===== src/rtl/wb_arb_pkg.sv =====
// ---------------------------------------------------------------------------
// wb_arb_pkg
// Shared types and default geometry for the writeback arbiter slice.
//   WB_D_WIDTH        default writeback data width
//   WB_ADDRESS_WIDTH  default register address width
//   WB_WAIT_MAX       default anti-starvation limit for port 1
//   wb_req_t          one writeback request at default geometry (addr, data)
//   wb_src_e          which port produced the write held in the write stage
// ---------------------------------------------------------------------------
package wb_arb_pkg;

    localparam int unsigned WB_D_WIDTH       = 32;
    localparam int unsigned WB_ADDRESS_WIDTH = 5;
    localparam int unsigned WB_WAIT_MAX      = 4;

    typedef struct packed {
        logic [WB_ADDRESS_WIDTH-1:0] addr;
        logic [WB_D_WIDTH-1:0]       data;
    } wb_req_t;

    typedef enum logic {
        SRC_P0 = 1'b0,
        SRC_P1 = 1'b1
    } wb_src_e;

endpackage


===== src/rtl/wb_scoreboard.sv =====
// ---------------------------------------------------------------------------
// wb_scoreboard
// Pending-destination bitmask for long-latency writes, with one set port,
// one clear port and two combinational hazard read ports.
//   clk_i, rst_i         clock, synchronous active-high reset
//   setEn_i, setAddr_i   mark a destination pending (address 0 ignored)
//   clrEn_i, clrAddr_i   retire a pending destination
//   rs1_i, rs2_i         source addresses to look up
//   hz1_o, hz2_o         source is pending
//   busy_o               full pending bitmask
// ---------------------------------------------------------------------------
module wb_scoreboard #(
    parameter int ADDRESS_WIDTH = 5
) (
    input  logic                        clk_i,
    input  logic                        rst_i,
    input  logic                        setEn_i,
    input  logic [ADDRESS_WIDTH-1:0]    setAddr_i,
    input  logic                        clrEn_i,
    input  logic [ADDRESS_WIDTH-1:0]    clrAddr_i,
    input  logic [ADDRESS_WIDTH-1:0]    rs1_i,
    input  logic [ADDRESS_WIDTH-1:0]    rs2_i,
    output logic                        hz1_o,
    output logic                        hz2_o,
    output logic [2**ADDRESS_WIDTH-1:0] busy_o
);

    logic [2**ADDRESS_WIDTH-1:0] busy_q;
    logic [2**ADDRESS_WIDTH-1:0] busy_d;

    // Clear is applied before set so that a same-address collision leaves
    // the bit set: the new long-latency op owns the destination now.
    // Bit 0 is forced low because x0 is never a real destination.
    always_comb begin
        busy_d = busy_q;
        if (clrEn_i) begin
            busy_d[clrAddr_i] = 1'b0;
        end
        if (setEn_i && (setAddr_i != '0)) begin
            busy_d[setAddr_i] = 1'b1;
        end
        busy_d[0] = 1'b0;
    end

    // Pending mask register.
    always_ff @(posedge clk_i) begin
        if (rst_i) begin
            busy_q <= '0;
        end else begin
            busy_q <= busy_d;
        end
    end

    assign hz1_o  = busy_q[rs1_i];
    assign hz2_o  = busy_q[rs2_i];
    assign busy_o = busy_q;

endmodule


===== src/rtl/wb_arbiter.sv =====
// ---------------------------------------------------------------------------
// wb_arbiter
// Shares the register-file write port between the single-cycle ALU/load path
// (port 0, fixed priority) and a multi-cycle unit (port 1, protected by an
// anti-starvation counter). The granted request is registered into a write
// stage that drives the register file for one cycle.
// Optional feature macro: WB_SCOREBOARD_EN (pending-destination scoreboard).
//   clk, rst                 clock, synchronous active-high reset
//   v0/addr0/data0, rdy0     port 0 request and grant
//   v1/addr1/data1, rdy1     port 1 request and grant
//   wr_en/a3/din             register file write port
//   set_en/set_addr          mark a destination pending at long-latency issue
//   rs1/rs2, hz1/hz2         issue-stage hazard lookup
//   busy                     pending bitmask
// ---------------------------------------------------------------------------
module wb_arbiter
    import wb_arb_pkg::*;
#(
    parameter int D_WIDTH       = WB_D_WIDTH,
    parameter int ADDRESS_WIDTH = WB_ADDRESS_WIDTH,
    parameter int WAIT_MAX      = WB_WAIT_MAX
) (
    input  logic                        clk,
    input  logic                        rst,
    input  logic                        v0,
    input  logic [ADDRESS_WIDTH-1:0]    addr0,
    input  logic [D_WIDTH-1:0]          data0,
    output logic                        rdy0,
    input  logic                        v1,
    input  logic [ADDRESS_WIDTH-1:0]    addr1,
    input  logic [D_WIDTH-1:0]          data1,
    output logic                        rdy1,
    output logic                        wr_en,
    output logic [ADDRESS_WIDTH-1:0]    a3,
    output logic [D_WIDTH-1:0]          din,
    input  logic                        set_en,
    input  logic [ADDRESS_WIDTH-1:0]    set_addr,
    input  logic [ADDRESS_WIDTH-1:0]    rs1,
    input  logic [ADDRESS_WIDTH-1:0]    rs2,
    output logic                        hz1,
    output logic                        hz2,
    output logic [2**ADDRESS_WIDTH-1:0] busy
);

    localparam int CNT_W = $clog2(WAIT_MAX + 1);
    localparam logic [CNT_W-1:0] WAIT_LIMIT = CNT_W'(WAIT_MAX);

    typedef struct packed {
        logic [ADDRESS_WIDTH-1:0] addr;
        logic [D_WIDTH-1:0]       data;
    } req_t;

    logic [CNT_W-1:0] waitCnt_q, waitCnt_d;
    req_t             wrReq_q, wrReq_d;
    wb_src_e          src_q, src_d;
    logic             wrEn_q, wrEn_d;
    logic             starve;

    // Port 0 wins unless port 1 has waited long enough; grants depend only
    // on requests and counter state, so they are live even during reset.
    assign starve = (waitCnt_q >= WAIT_LIMIT);
    assign rdy0   = v0 && !(v1 && starve);
    assign rdy1   = v1 && (!v0 || starve);

    // Count consecutive losing cycles of port 1; a port 1 transfer restarts
    // the count and an idle port 1 leaves it untouched.
    always_comb begin
        waitCnt_d = waitCnt_q;
        if (rdy1) begin
            waitCnt_d = '0;
        end else if (v1 && (waitCnt_q != WAIT_LIMIT)) begin
            waitCnt_d = waitCnt_q + CNT_W'(1);
        end
    end

    // Capture whichever request was granted. Writes to x0 still complete the
    // handshake but never raise wr_en; address/data hold when idle.
    always_comb begin
        wrReq_d = wrReq_q;
        src_d   = src_q;
        wrEn_d  = 1'b0;
        if (rdy0) begin
            wrReq_d = '{addr: addr0, data: data0};
            src_d   = SRC_P0;
            wrEn_d  = (addr0 != '0);
        end else if (rdy1) begin
            wrReq_d = '{addr: addr1, data: data1};
            src_d   = SRC_P1;
            wrEn_d  = (addr1 != '0);
        end
    end

    // Counter and write stage registers; reset discards any transfer.
    always_ff @(posedge clk) begin
        if (rst) begin
            waitCnt_q <= '0;
            wrReq_q   <= '0;
            src_q     <= SRC_P0;
            wrEn_q    <= 1'b0;
        end else begin
            waitCnt_q <= waitCnt_d;
            wrReq_q   <= wrReq_d;
            src_q     <= src_d;
            wrEn_q    <= wrEn_d;
        end
    end

    assign wr_en = wrEn_q;
    assign a3    = wrReq_q.addr;
    assign din   = wrReq_q.data;

`ifdef WB_SCOREBOARD_EN
    // Only port 1 writes retire pending destinations.
    wb_scoreboard #(
        .ADDRESS_WIDTH (ADDRESS_WIDTH)
    ) u_scoreboard (
        .clk_i     (clk),
        .rst_i     (rst),
        .setEn_i   (set_en),
        .setAddr_i (set_addr),
        .clrEn_i   (wrEn_q && (src_q == SRC_P1)),
        .clrAddr_i (wrReq_q.addr),
        .rs1_i     (rs1),
        .rs2_i     (rs2),
        .hz1_o     (hz1),
        .hz2_o     (hz2),
        .busy_o    (busy)
    );
`else
    // Without the scoreboard nothing is ever pending; the lookup and set
    // inputs are deliberately left with no effect.
    logic unusedScoreboardInputs;
    assign unusedScoreboardInputs = ^{set_en, set_addr, rs1, rs2, src_q};
    assign hz1  = 1'b0;
    assign hz2  = 1'b0;
    assign busy = '0;
`endif

endmodule


===== config.mk =====
export PLATFORM = sky130hd
export DESIGN_NAME = wb_arbiter
export DESIGN_NICKNAME = d
export VERILOG_FILES = /design/src/rtl/wb_arb_pkg.sv /design/src/rtl/wb_scoreboard.sv /design/src/rtl/wb_arbiter.sv
export SDC_FILE = /design/constraint.sdc
export NUM_CORES = 1
export LEC_CHECK = 0
export CAP_MARGIN = 20
export CORE_ASPECT_RATIO = 0.6
export CORE_UTILIZATION = 25
export CTS_CLUSTER_DIAMETER = 30
export DETAILED_ROUTE_END_ITERATION = 16
export SKIP_CTS_REPAIR_TIMING = 1
export SLEW_MARGIN = 20
export SYNTH_ARGS = -nofsm -noshare
export SYNTH_HDL_FRONTEND = slang
export SYNTH_HIERARCHICAL = 1
export SYNTH_SLANG_ARGS = --single-unit

===== constraint.sdc =====
create_clock -name clk -period 1.6 [get_ports clk]
set_clock_uncertainty 0.1 [all_clocks]
set_input_delay 0.4 -clock clk [delete_from_list [all_inputs] [get_ports clk]]
set_output_delay 0.4 -clock clk [all_outputs]
set_load 0.02 [all_outputs]

# --- Word level (Yosys, flattened, before mapping) ---
# Index checks and enable logic that the tools add are counted.
op_classes:
  add_sub_neg: 1
  eq_ne: 1
  n_mux: 4
  magnitude_cmp: 1
  reduce_logical: 11
op_table:
  columns: ["op", "n"]
  rows:
  - ["$mux W37", 2]
  - ["$reduce_bool A5 Y1", 2]
  - ["$logic_and A1 B1 Y1", 4]
  - ["$add A3 B1 Y3 const B", 1]
  - ["$ge A3 B3 Y1 const B", 1]
  - ["$ne A3 B3 Y1 const B", 1]
  - ["$logic_not A1 Y1", 2]
  - ["$mux W1", 2]
  - ["$reduce_bool A2 Y1", 1]
  - ["$reduce_or A2 Y1", 1]
  - ["$logic_or A1 B1 Y1", 1]
word_totals:
  word_cells: 22
  reg_bits: 41

# --- Depth between registers and ports, before layout ---
depth:
  depth_word: 5
  mapped_depth: 6
  mapped_depth_nobuf: 4

# --- Worst setup path after synthesis ---
# OpenSTA, ideal clock, no wires.
synth_timing:
  kind: "in2out"
  start: "input v0"
  end: "output rdy0"
  n_path_buf: 3
  arrival_time_ns: 1.038
  stages: 4
  setup_slack_ns: 0.062
  cell_sequence: "buf_6 > buf_6 > buf_6 > a21boi_2"
synth_between:
  elab_chain_cells: 1
synth_rtl:
  columns: ["element", "line", "source"]
  rows:
  - ["start, declared", "wb_arbiter.sv:25", "input logic v0,"]
  - ["$logic_and A1 B1 Y1", "wb_arbiter.sv:62", "assign rdy0 = v0 && !(v1 && starve);"]
  - ["end, declared", "wb_arbiter.sv:28", "output logic rdy0,"]
# Every way passes these cells.

# --- Worst setup path in the final report ---
layout_timing:
  start: "register waitCnt_q[2]"
  end: "output rdy1"
layout_between:
  elab_chain_cells: 3
layout_rtl:
  columns: ["element", "line", "source"]
  rows:
  - ["start, declared", "wb_arbiter.sv:53", "logic [CNT_W-1:0] waitCnt_q, waitCnt_d;"]
  - ["start signal, assigned", "wb_arbiter.sv:101", "waitCnt_q <= waitCnt_d;"]
  - ["$ge A3 B3 Y1", "wb_arbiter.sv:61", "assign starve = (waitCnt_q >= WAIT_LIMIT);"]
  - ["$logic_or A1 B1 Y1", "wb_arbiter.sv:63", "assign rdy1 = v1 && (!v0 || starve);"]
  - ["$logic_and A1 B1 Y1", "wb_arbiter.sv:63", null]
  - ["end, declared", "wb_arbiter.sv:32", "output logic rdy1,"]
# Every way passes these cells.

==> impl_metrics.ini <==
[synthesis]
post_synth_xor_area_fraction_pct = 0
yosys_warnings = 6
complex_gate_fraction_of_the_synthesized_area_pct = 19.1
synthDistinctLibCells = 29
netlist_top_cells_area = sky130_fd_sc_hd__dfxtp_1 (31%), sky130_fd_sc_hd__mux2_2 (14%), sky130_fd_sc_hd__o221a_2 (13%), sky130_fd_sc_hd__buf_4 (9.8%), sky130_fd_sc_hd__nor3b_1 (9.0%)
synth_seq_area_share_pct = 30.7
synthCells = 277
ys_ff_latch = 41
synth.cell_area_um2 = 2680
synth_area_per_cell_um2 = 9.66
synth_simple_gate_area_share_pct = 18.3
synth_top_family_by_area = compound AO/OA/AOI/OAI gates
post_synth_mux_area_share_pct = 13.9
synth.largest_area_cell = sky130_fd_sc_hd__dfxtp_1
yosys.area_share.adder_pct = 0.935
post-synth-top-area-fraction_pct = 30.7

[power]
netSwitchingFraction_pct = 27.9
power.sequential.fraction_pct = 36.6
power-per-cell-area_nw_per_um2 = 752
power.total_mw = 3.09
power_frac_comb_pct = 28.7
static-leakage-power_nw = 2.15
int_power_mw = 2.23
ir_drop_mv = 0.329
p_switching_uw = 863
pwr-share-clk_pct = 34.7

[critical_path]
worstPathArrival_ns = 1.04
crit_path_cell_trace = nand2b_4 > nand2_4 > inv_4 > clkbuf_2
regToRegSetupSlack_ns = 0.23
worst_path_max_delay_cell = sky130_fd_sc_hd__dfxtp_2
worst-setup-path-type = flop to primary output
end_kind = primary output
worstSetupStartpointType = flop
critical_path.max_stage_delay_ns = 0.34
worst-endpoint-required_ns = 1.10
timing.critical_path.fanout_max = 3

[floorplanning]
chipHeight_um = 82.1
die_w_um = 136
core-area_um2 = 10100
die-area_um2 = 11100
pin_count = 168
initial_core_util_pct = 26.4
floorplan.rows = 28

[drt]
drt-total-wl_um = 7790
detail_route.drc_violations = 0
vias = 2388
wl_per_cell_um = 14.7
drt_first_iter_violations = 99
final_antenna_net_count = 0
drt_pre_antenna_iters = 4
via_per_inst = 4.51

[clocking]
number_of_buffers_on_the_longest_clock_path = 2
ctsHtreeMaxLevel = 2
clock_tree.root_cell = sky130_fd_sc_hd__clkbuf_16
clkSlewWorstSetupHoldPaths_ns = 0.06
clock_sinks = 41
clock_insertion_delay_worst_skew_ns = 0.28
number_of_buffers_created_by_cts = 5
clock_tree_from_tritoncts = done

[cells_and_area]
ff_latch_area_um2 = 822
instances_no_fill = 529
layout-drive-gt1-share_pct = 26.6
syn_to_final_growth_pct = 53.7
nets = 489
area_occupied_by_multi_input_gates_um2 = 1530
filler_cell_count = 984
num_antenna_cells = 0

[global_route]
globalRouteTotalUtil_pct = 13.6
grt-busiest-layer = met2
grt_util_met3_pct = 5.25
globalRoute.totalOverflow = 0
maximum_number_of_pins_on_one_net_before_global_route_repair = 42
globalRouteMet2Util_pct = 19.6
initial_antenna_violation_count = 0
wire_length_of_the_first_global_routing_pass_um = 11700
number_of_global_route_vias_before_repair = 2277
gr-usage-met1_pct = 18.9

[sta]
fmax_mhz = 651
clock_period_minus_final_worst_setup_slack_ns = 1.54
final_report_max_slew_violation_count = 0
finalCritPeriodShare_pct = 96.0
setup-violations-final = 0
grt_setup_unrepaired = no
report.final.hold_viol_count = 0
final.setup.tns_ns = 0

[place]
buffer_ports.inserted = 117
hpwlAfterDp_um = 5260
gp_routability_congestion = 0.783
dp_cells = 521

[job]
drv.max_cap_violation_count = 0

[min_path]
worstHoldPathType = input pin to flop

[status]
run_status = finished, final reports clean
==> through the flow <==
step / utilization (%) / setup slack (ns) / area, um2 / hold WS (ns)
after detailed placement: 38.0 / -0.272 / 3850 / 0.386
final: 40.6 / 0.0637 / 4110 / 0.349
after CTS: 39.6 / -0.441 / 4010 / 0.396
after global placement: 38.0 / -0.267 / 3850 / 0.377
after floorplan: - / 0.0617 / 2800 / 0.362
after global routing: 40.6 / 0.00179 / 4110 / 0.360
==> sequential cells by signal, summed over array words and instances, names as in the netlist <==
name / cells
a3: 5
waitCnt_q: 3
din: 32
wr_en: 1
==> routing by layer <==
metal,vias up,wire [um]
met4,0,35
met5,-,0
met1,1128,3890
li1,1165,-
met3,4,667
met2,91,3190
==> layout by cell type, fill, tap and decap left out, types with 7 or more instances in the layout <==
cell type / count
sky130_fd_sc_hd__inv_1: 7
sky130_fd_sc_hd__nor3b_1: 32
sky130_fd_sc_hd__clkdlybuf4s50_1: 71
sky130_fd_sc_hd__dlymetal6s2s_1: 42
sky130_fd_sc_hd__conb_1: 34
sky130_fd_sc_hd__nor2_1: 38
sky130_fd_sc_hd__mux2_2: 33
sky130_fd_sc_hd__dfxtp_1: 40
sky130_fd_sc_hd__buf_4: 17
sky130_fd_sc_hd__o221a_2: 31
==> power by group through the flow <==
stage | Sequential [mW] | Combinational, mW | Clock (mW)
2_1_floorplan | 1.24 | 0.460 | 0
4_1_cts | 1.14 | 0.904 | 1.11
6_report | 1.13 | 0.887 | 1.07
5_1_grt | 1.14 | 0.951 | 1.15
3_5_place_dp | 1.16 | 0.900 | 0
3_3_place_gp | 1.16 | 0.890 | 0
==> kinds of logic (layout without fill, tap and decap cells) <==
kind of cell	Yosys count	after routing
and+or+nand+nor	85	85
adders and majority gates	2	2
other	1	34
DFF	41	41
AOI/OAI and AO/OA	48	48
muxes	33	33
buffers and inverters	67	151
==> synth_stat cells <==
| library cell | number |
|---|---|
| sky130_fd_sc_hd__clkbuf_1 | 5 |
| sky130_fd_sc_hd__buf_4 | 35 |
| sky130_fd_sc_hd__a211oi_1 | 5 |
| sky130_fd_sc_hd__o221a_1 | 1 |
| sky130_fd_sc_hd__buf_2 | 5 |
| sky130_fd_sc_hd__nand2b_4 | 1 |
| sky130_fd_sc_hd__a2111oi_2 | 5 |
| sky130_fd_sc_hd__a21oi_1 | 3 |
| sky130_fd_sc_hd__buf_6 | 8 |
| sky130_fd_sc_hd__a21boi_2 | 1 |
| sky130_fd_sc_hd__nand2b_1 | 2 |
| sky130_fd_sc_hd__inv_1 | 7 |
| sky130_fd_sc_hd__buf_1 | 4 |
| sky130_fd_sc_hd__nand2_4 | 1 |
| sky130_fd_sc_hd__ha_1 | 2 |
| sky130_fd_sc_hd__conb_1 | 1 |
| sky130_fd_sc_hd__o21ai_1 | 1 |
| sky130_fd_sc_hd__nand3_1 | 3 |
| sky130_fd_sc_hd__dfxtp_1 | 41 |
| sky130_fd_sc_hd__and2b_1 | 1 |
| sky130_fd_sc_hd__clkbuf_2 | 2 |
| sky130_fd_sc_hd__inv_4 | 1 |
| sky130_fd_sc_hd__or4_1 | 2 |
| sky130_fd_sc_hd__nor2_1 | 38 |
| sky130_fd_sc_hd__mux2_2 | 33 |
| sky130_fd_sc_hd__nor3b_1 | 32 |
| sky130_fd_sc_hd__o211ai_1 | 1 |
| sky130_fd_sc_hd__o221a_2 | 31 |
| sky130_fd_sc_hd__nor2b_1 | 5 |
==> final cells by class <==
type                    count  area share, %
multi-input cells         202           37.2
well taps                 135           4.11
flip-flops and latches     41           20.0
clock inverters             1          0.122
clock buffers               7           3.71
repair buffers            135           34.1
inverters                   8          0.791
==> worst paths after layout <==
path,startpoint,end,cells past startpoint
worst max-delay path,waitCnt_q[2],rdy1,4
worst min-delay path,addr1[0],a3[0],3
worst max register to register,waitCnt_q[2],waitCnt_q[2],3
worst min register to register,waitCnt_q[1],waitCnt_q[1],2
==> worst max-delay path: cells and delay by family (launching register included) <==
family                 cells  cell delay [ns]
DFF                        1             0.34
and+or+nand+nor            2             0.20
buffers and inverters      2             0.21
Note: power is estimated with default switching activity, not from simulation.
